[config.mk]
export PLATFORM = sky130hd
export DESIGN_NAME = demux_s2p
export DESIGN_NICKNAME = d
export VERILOG_FILES = /design/src/rtl/demux_s2p.sv
export SDC_FILE = /design/constraint.sdc
export NUM_CORES = 1
export LEC_CHECK = 0
export BUFFER_PORTS_ARGS = -buffer_cell sky130_fd_sc_hd__buf_2
export CAP_MARGIN = 20
export CELL_PAD_IN_SITES_DETAIL_PLACEMENT = 1
export CELL_PAD_IN_SITES_GLOBAL_PLACEMENT = 1
export CORE_MARGIN = 10
export CORE_UTILIZATION = 40
export CTS_CLUSTER_DIAMETER = 50
export DETAILED_ROUTE_END_ITERATION = 8
export GPL_TIMING_DRIVEN = 0
export HOLD_SLACK_MARGIN = 0.02
export PLACE_DENSITY = 0.8
export SLEW_MARGIN = 0
export SYNTH_ARGS = -nofsm -noshare
export SYNTH_HDL_FRONTEND = slang
export SYNTH_SLANG_ARGS = --single-unit
[constraint.sdc]
create_clock -name inClk -period 3.5 [get_ports inClk]
set_input_delay 0.35 -clock inClk [delete_from_list [all_inputs] [get_ports inClk]]
set_output_delay 0.35 -clock inClk [all_outputs]
set_load 0.02 [all_outputs]
[src/rtl/demux_s2p.sv]
// Serial-to-parallel demultiplexer: collects WIDTH serial bits into one word and
// presents it with a valid/ready handshake. Overrun pulses when a finished word is dropped.
module demux_s2p #(
    parameter int unsigned WIDTH     = 8,
    parameter bit          MSB_FIRST = 1'b0,
    localparam int unsigned SelW     = (WIDTH > 1) ? $clog2(WIDTH) : 1
) (
    input  logic             inClk,
    input  logic             inRst_n,
    input  logic             inData,
    input  logic             inValid,
    input  logic             inStart,
    input  logic             inReady,
    output logic [WIDTH-1:0] outData,
    output logic             outValid,
    output logic [SelW-1:0]  outSel,
    output logic             outOverrun
);

    typedef enum logic {StIdle, StCollect} state_e;

    localparam logic [SelW-1:0] LastPos = SelW'(WIDTH - 1);

    state_e            state_q, state_d;
    logic [SelW-1:0]   pos_q, pos_d;
    logic [WIDTH-1:0]  shreg_q, shreg_d;
    logic [WIDTH-1:0]  data_q, data_d;
    logic              valid_q, valid_d;
    logic              overrun_q, overrun_d;

    logic [SelW-1:0]   pos_base;
    logic [WIDTH-1:0]  shreg_base;
    logic [WIDTH-1:0]  word;
    logic [SelW-1:0]   idx;
    logic              last_bit;
    logic              word_done;

    // State register
    always_ff @(posedge inClk) begin
        if (!inRst_n) begin
            state_q   <= StIdle;
            pos_q     <= '0;
            shreg_q   <= '0;
            data_q    <= '0;
            valid_q   <= 1'b0;
            overrun_q <= 1'b0;
        end else begin
            state_q   <= state_d;
            pos_q     <= pos_d;
            shreg_q   <= shreg_d;
            data_q    <= data_d;
            valid_q   <= valid_d;
            overrun_q <= overrun_d;
        end
    end

    // Next-state: collector FSM, position counter and partial-word register
    always_comb begin
        // An alignment strobe drops the partial word before the current bit is placed.
        pos_base   = inStart ? '0 : pos_q;
        shreg_base = inStart ? '0 : shreg_q;
        idx        = MSB_FIRST ? (LastPos - pos_base) : pos_base;
        word       = shreg_base;
        word[idx]  = inData;
        last_bit   = (pos_base == LastPos);
        word_done  = inValid && last_bit;

        state_d = state_q;
        pos_d   = pos_base;
        shreg_d = shreg_base;
        if (inStart) begin
            state_d = StIdle;
        end
        if (inValid) begin
            unique case (state_d)
                StIdle: begin
                    state_d = last_bit ? StIdle : StCollect;
                end
                StCollect: begin
                    if (last_bit) state_d = StIdle;
                end
                default: state_d = StIdle;
            endcase
            if (last_bit) begin
                pos_d   = '0;
                shreg_d = '0;
            end else begin
                pos_d   = pos_base + 1'b1;
                shreg_d = word;
            end
        end
    end

    // Output holding register and overrun detection
    always_comb begin
        data_d    = data_q;
        valid_d   = valid_q;
        overrun_d = 1'b0;
        if (word_done) begin
            if (!valid_q || inReady) begin
                data_d  = word;
                valid_d = 1'b1;
            end else begin
                overrun_d = 1'b1;
            end
        end else if (valid_q && inReady) begin
            valid_d = 1'b0;
        end
    end

    always_comb begin
        outData    = data_q;
        outValid   = valid_q;
        outSel     = pos_q;
        outOverrun = overrun_q;
    end

endmodule

==> metrics.md <==
| Metric | Value |
|---|---|
| Result of the run | complete, no violations |
| Count of final max-slew check failures | 0 |
| Clock transition at the registers of the reported paths | around 0.12 ns |
| Final antenna-violating net count | 0 |
| Cell count after synthesis | 104 |
| Worst relative slew slack | between 70 and 80% |
| Overall power of the completed layout | slightly above 0.4 mW |
| Pre-antenna DRT Iters | 4 |
| Worst Path Buf+Inv | 1 |
| Total count of hold-check failures in the final report | 0 |
| Worst clock skew | 0.009972 ns |
| Worst vdd rail ir drop | 0.2219 mV |
| Share of Yosys cell area claimed by the top area cell type | about 40% |
| Number of sinks driven by the clock tree | 21 |
| Number of clock buffers inserted by TritonCTS | 3 |
| Average wire per standard cell | approximately 17 µm |
| # port buffers | 16 |
| Count of endpoints failing setup in the final report | 0 |
| Slowest Stage Delay on Critical Path | between 0.3 and 0.4 ns |
| Type of origin of the critical path | register |
| Power per unit of standard cell area | between 300 and 400 mW/mm² |
| Hold Path Origin | inRst_n |
| Starting DRC count in detailed routing | 43 |
| Beginning of the critical path | outSel[2]$_SDFF_PN0_ |
| CTS HTree Levels | 1 |
| Min-delay worst type | primary input to register |
| Ys Warns | 0 |
| Commonest cells after routing, fill and taps aside | dfxtp_1 (21), buf_2 (20), mux2i_1 (8) |
| Highest fanout seen on the critical path | 9 |
| Path length in cells of the critical path | 6 |
| Share of the clock period used by the worst path after layout | 54.45% |
| Family with the most delay on the worst path | simple AND/OR/NAND/NOR gates |
| Destination of the worst register-to-register timing path | outData[1]$_SDFFE_PN0P_ |
| Post-synthesis cell type count | 34 |
| Clock tree from TritonCTS | done |
| Maximum Capacitance Violations | 0 |
| Initial cell density of the core | a little over two fifths |
| Signed area change from the synthesized netlist to the final layout | 13.96% |
| Transition time at the pin with the least slew margin | around 0.43 ns |
| #FFs+latches synth | 21 |
| Remaining global-route overflow | 0 |
| Pin count of the biggest net entering global routing | 12 |
| Number of vias in the routed layout | around 860 |
| Count of pins on the block boundary | 19 |
| Placer Congestion | roughly 0.81 |
| Fraction of layout instances using a drive strength above 1 | a little over a quarter |
| WHS | approximately 0.39 ns |
| Static Leakage | 0.4678 nW |
| Type of the worst setup path | register to register |
| CTS Buffer Depth | 2 |
| Critical path data required time | 3.72 ns |
| Top cell type by total area after synthesis | dfxtp_1 |
| Slowest cell on crit path | dfxtp_1 |
| Die Y | between 70 and 80 µm |
| Sequential share of the synthesized area | between 40% and 50% |
| Hold Path Stages | 2 |
| Series of cell instances along the critical path | buf_4 -> nor2b_1 -> ha_1 -> and2_1 -> nand3b_1 -> o2bb2ai_1 |
| Worst reg2reg path depth | 6 |
| Inserted Diodes | 0 |
| Leading post-synthesis cells by cell area | dfxtp_1 (41%), mux2i_1 (7.8%), o2bb2ai_1 (5.9%), o22ai_1 (4.2%), nand3b_1 (3.6%) |
| Most common cell after layout, fill and taps aside | dfxtp_1 |
| First-pass GRT wire length | approximately 4600 µm |
| FMAX | approximately 520 MHz |
| Average vias per placed instance | 5.571 |
| Capturing element type of the critical path | register |
| Fill cell total of the finished layout | about 300 |
| Net count of the mapped netlist | 111 |
| Syn_area_per_cell | 9.913 µm² |
| Setup repair after global routing missed its margin | no |
| Die Span X | ~70 µm |
| Initial antenna violation count | 0 |
| WP data arrival | about 2.1 ns |
| Clock latency on the worst-skew pair | about 0.30 ns |
| Setup TNS | 0 ns |
| Half-perimeter wire length of the detailed placement result | around 1800 µm |
| Setup slack, reg-to-reg | 1.59 ns |
| Area of the die | around 0.005 mm² |
| Clock root buffer | clkbuf_4 |
| DRT Wirelength | ~2600 µm |
| Post-synthesis instance area | between 0.001 and 0.0015 mm² |
| Nets | between 100 and 150 |
| Post-layout min period | 1.906 ns |
| Post-cts resize count | 0 |
| Min-Delay Endpoint | shreg_q[0]$_SDFF_PN0_ |
| Via count of the first global-routing pass | about 950 |
| Global-route total usage across every layer | between 10 and 15% |
| Core Box Area | between 0.002 and 0.0025 mm² |
| Std cell rows | 18 |
| Post-CTS Setup Inserts | 0 |
| Critical register-to-register path startpoint | outSel[2]$_SDFF_PN0_ |
| Number of buffers inserted for hold repair after clock tree synthesis | 0 |
| DRC violation count after routing | 0 |
## cells by family after synthesis
group / count (synthesis) / share of synthesized area [%]
multiplexers: 8 / 7.767
flip-flops: 21 / 40.78
AND/OR/NAND/NOR: 33 / 20.63
adder cells (fa/ha/maj): 1 / 1.213
buffers and inverters: 9 / 5.583
XOR/XNOR: 2 / 1.699
AO/OA/AOI/OAI: 30 / 22.33
## worst register-to-register path, cell delays in order (launching register included)
cell       delay, ns
dfxtp_1         0.34
buf_4           0.18
nor2b_1         0.19
ha_1            0.29
and2_1          0.27
nand3b_1        0.31
o2bb2ai_1       0.25
## stage by stage
step / setup slack [ns] / util [%] / instances / area, µm²
after floorplan: 1.799 / - / 104 / 1031
after detailed placement: 1.437 / 46.36 / 150 / 1149
after global placement: 1.527 / 46.36 / 150 / 1149
after CTS: 1.581 / 47.42 / 154 / 1175
after global routing: 1.379 / 47.42 / 154 / 1175
final: 1.594 / 47.42 / 154 / 1175
## metal layers
layer | GRT usage, % | share of wire [%] | vias up
met3 | 3.208 | 4.6 | 4
met4 | 4.516 | 1.2 | 0
li1 | - | - | 425
met1 | 13.06 | 44 | 417
met2 | 17.51 | 50 | 12
met5 | 0 | 0 | -
## cell usage after synthesis
master	count
a2111oi_1	1
a211oi_2	1
a21oi_1	6
a21oi_2	1
a32o_1	3
and2_1	1
buf_2	4
buf_4	1
buf_6	2
dfxtp_1	21
ha_1	1
inv_1	2
mux2i_1	8
nand2_1	7
nand2b_1	2
nand3_1	1
nand3b_1	5
nor2_1	7
nor2b_1	2
nor3_1	1
nor3_2	1
nor3b_2	1
nor3b_4	2
nor4b_1	1
o21ai_0	1
o21ba_2	1
o22ai_1	7
o2bb2ai_1	7
o311a_1	1
o31a_1	1
or2_1	1
or2_2	1
xnor2_1	1
xor2_1	1
## registers in the layout (all words and copies together) (netlist names)
signal,cells
shreg_q,8
outData,8
outSel,3
outOverrun,1
outValid,1
## worst max path at each step
stage                         endpoint  slack (ns)
6_report       outData[1]$_SDFFE_PN0P_        1.59
5_1_grt        outData[1]$_SDFFE_PN0P_        1.38
4_1_cts        outData[1]$_SDFFE_PN0P_        1.58
3_5_place_dp   outData[1]$_SDFFE_PN0P_        1.44
3_3_place_gp   outData[2]$_SDFFE_PN0P_        1.53
2_1_floorplan    shreg_q[0]$_SDFF_PN0_        1.80
## cell type report
cell class | count | area (µm²) | share of cell area, %
multi-input combinational | 74 | 553.0 | 47.07
timing repair buffer | 16 | 80.08 | 6.816
clock buffer | 4 | 26.28 | 2.236
sequential | 21 | 420.4 | 35.78
tap | 30 | 37.54 | 3.195
inverter | 2 | 7.507 | 0.6390
buffer | 7 | 50.05 | 4.260
## power breakdown
| part | switching (mW) | internal, mW | leakage (nW) |
|---|---|---|---|
| combinational | 0.0293 | 0.0186 | 0.283 |
| clock | 0.0703 | 0.0443 | 0.0150 |
| sequential | 0.00154 | 0.241 | 0.170 |
| total | 0.101 | 0.304 | 0.468 |
(Power assumes the default switching activity.)
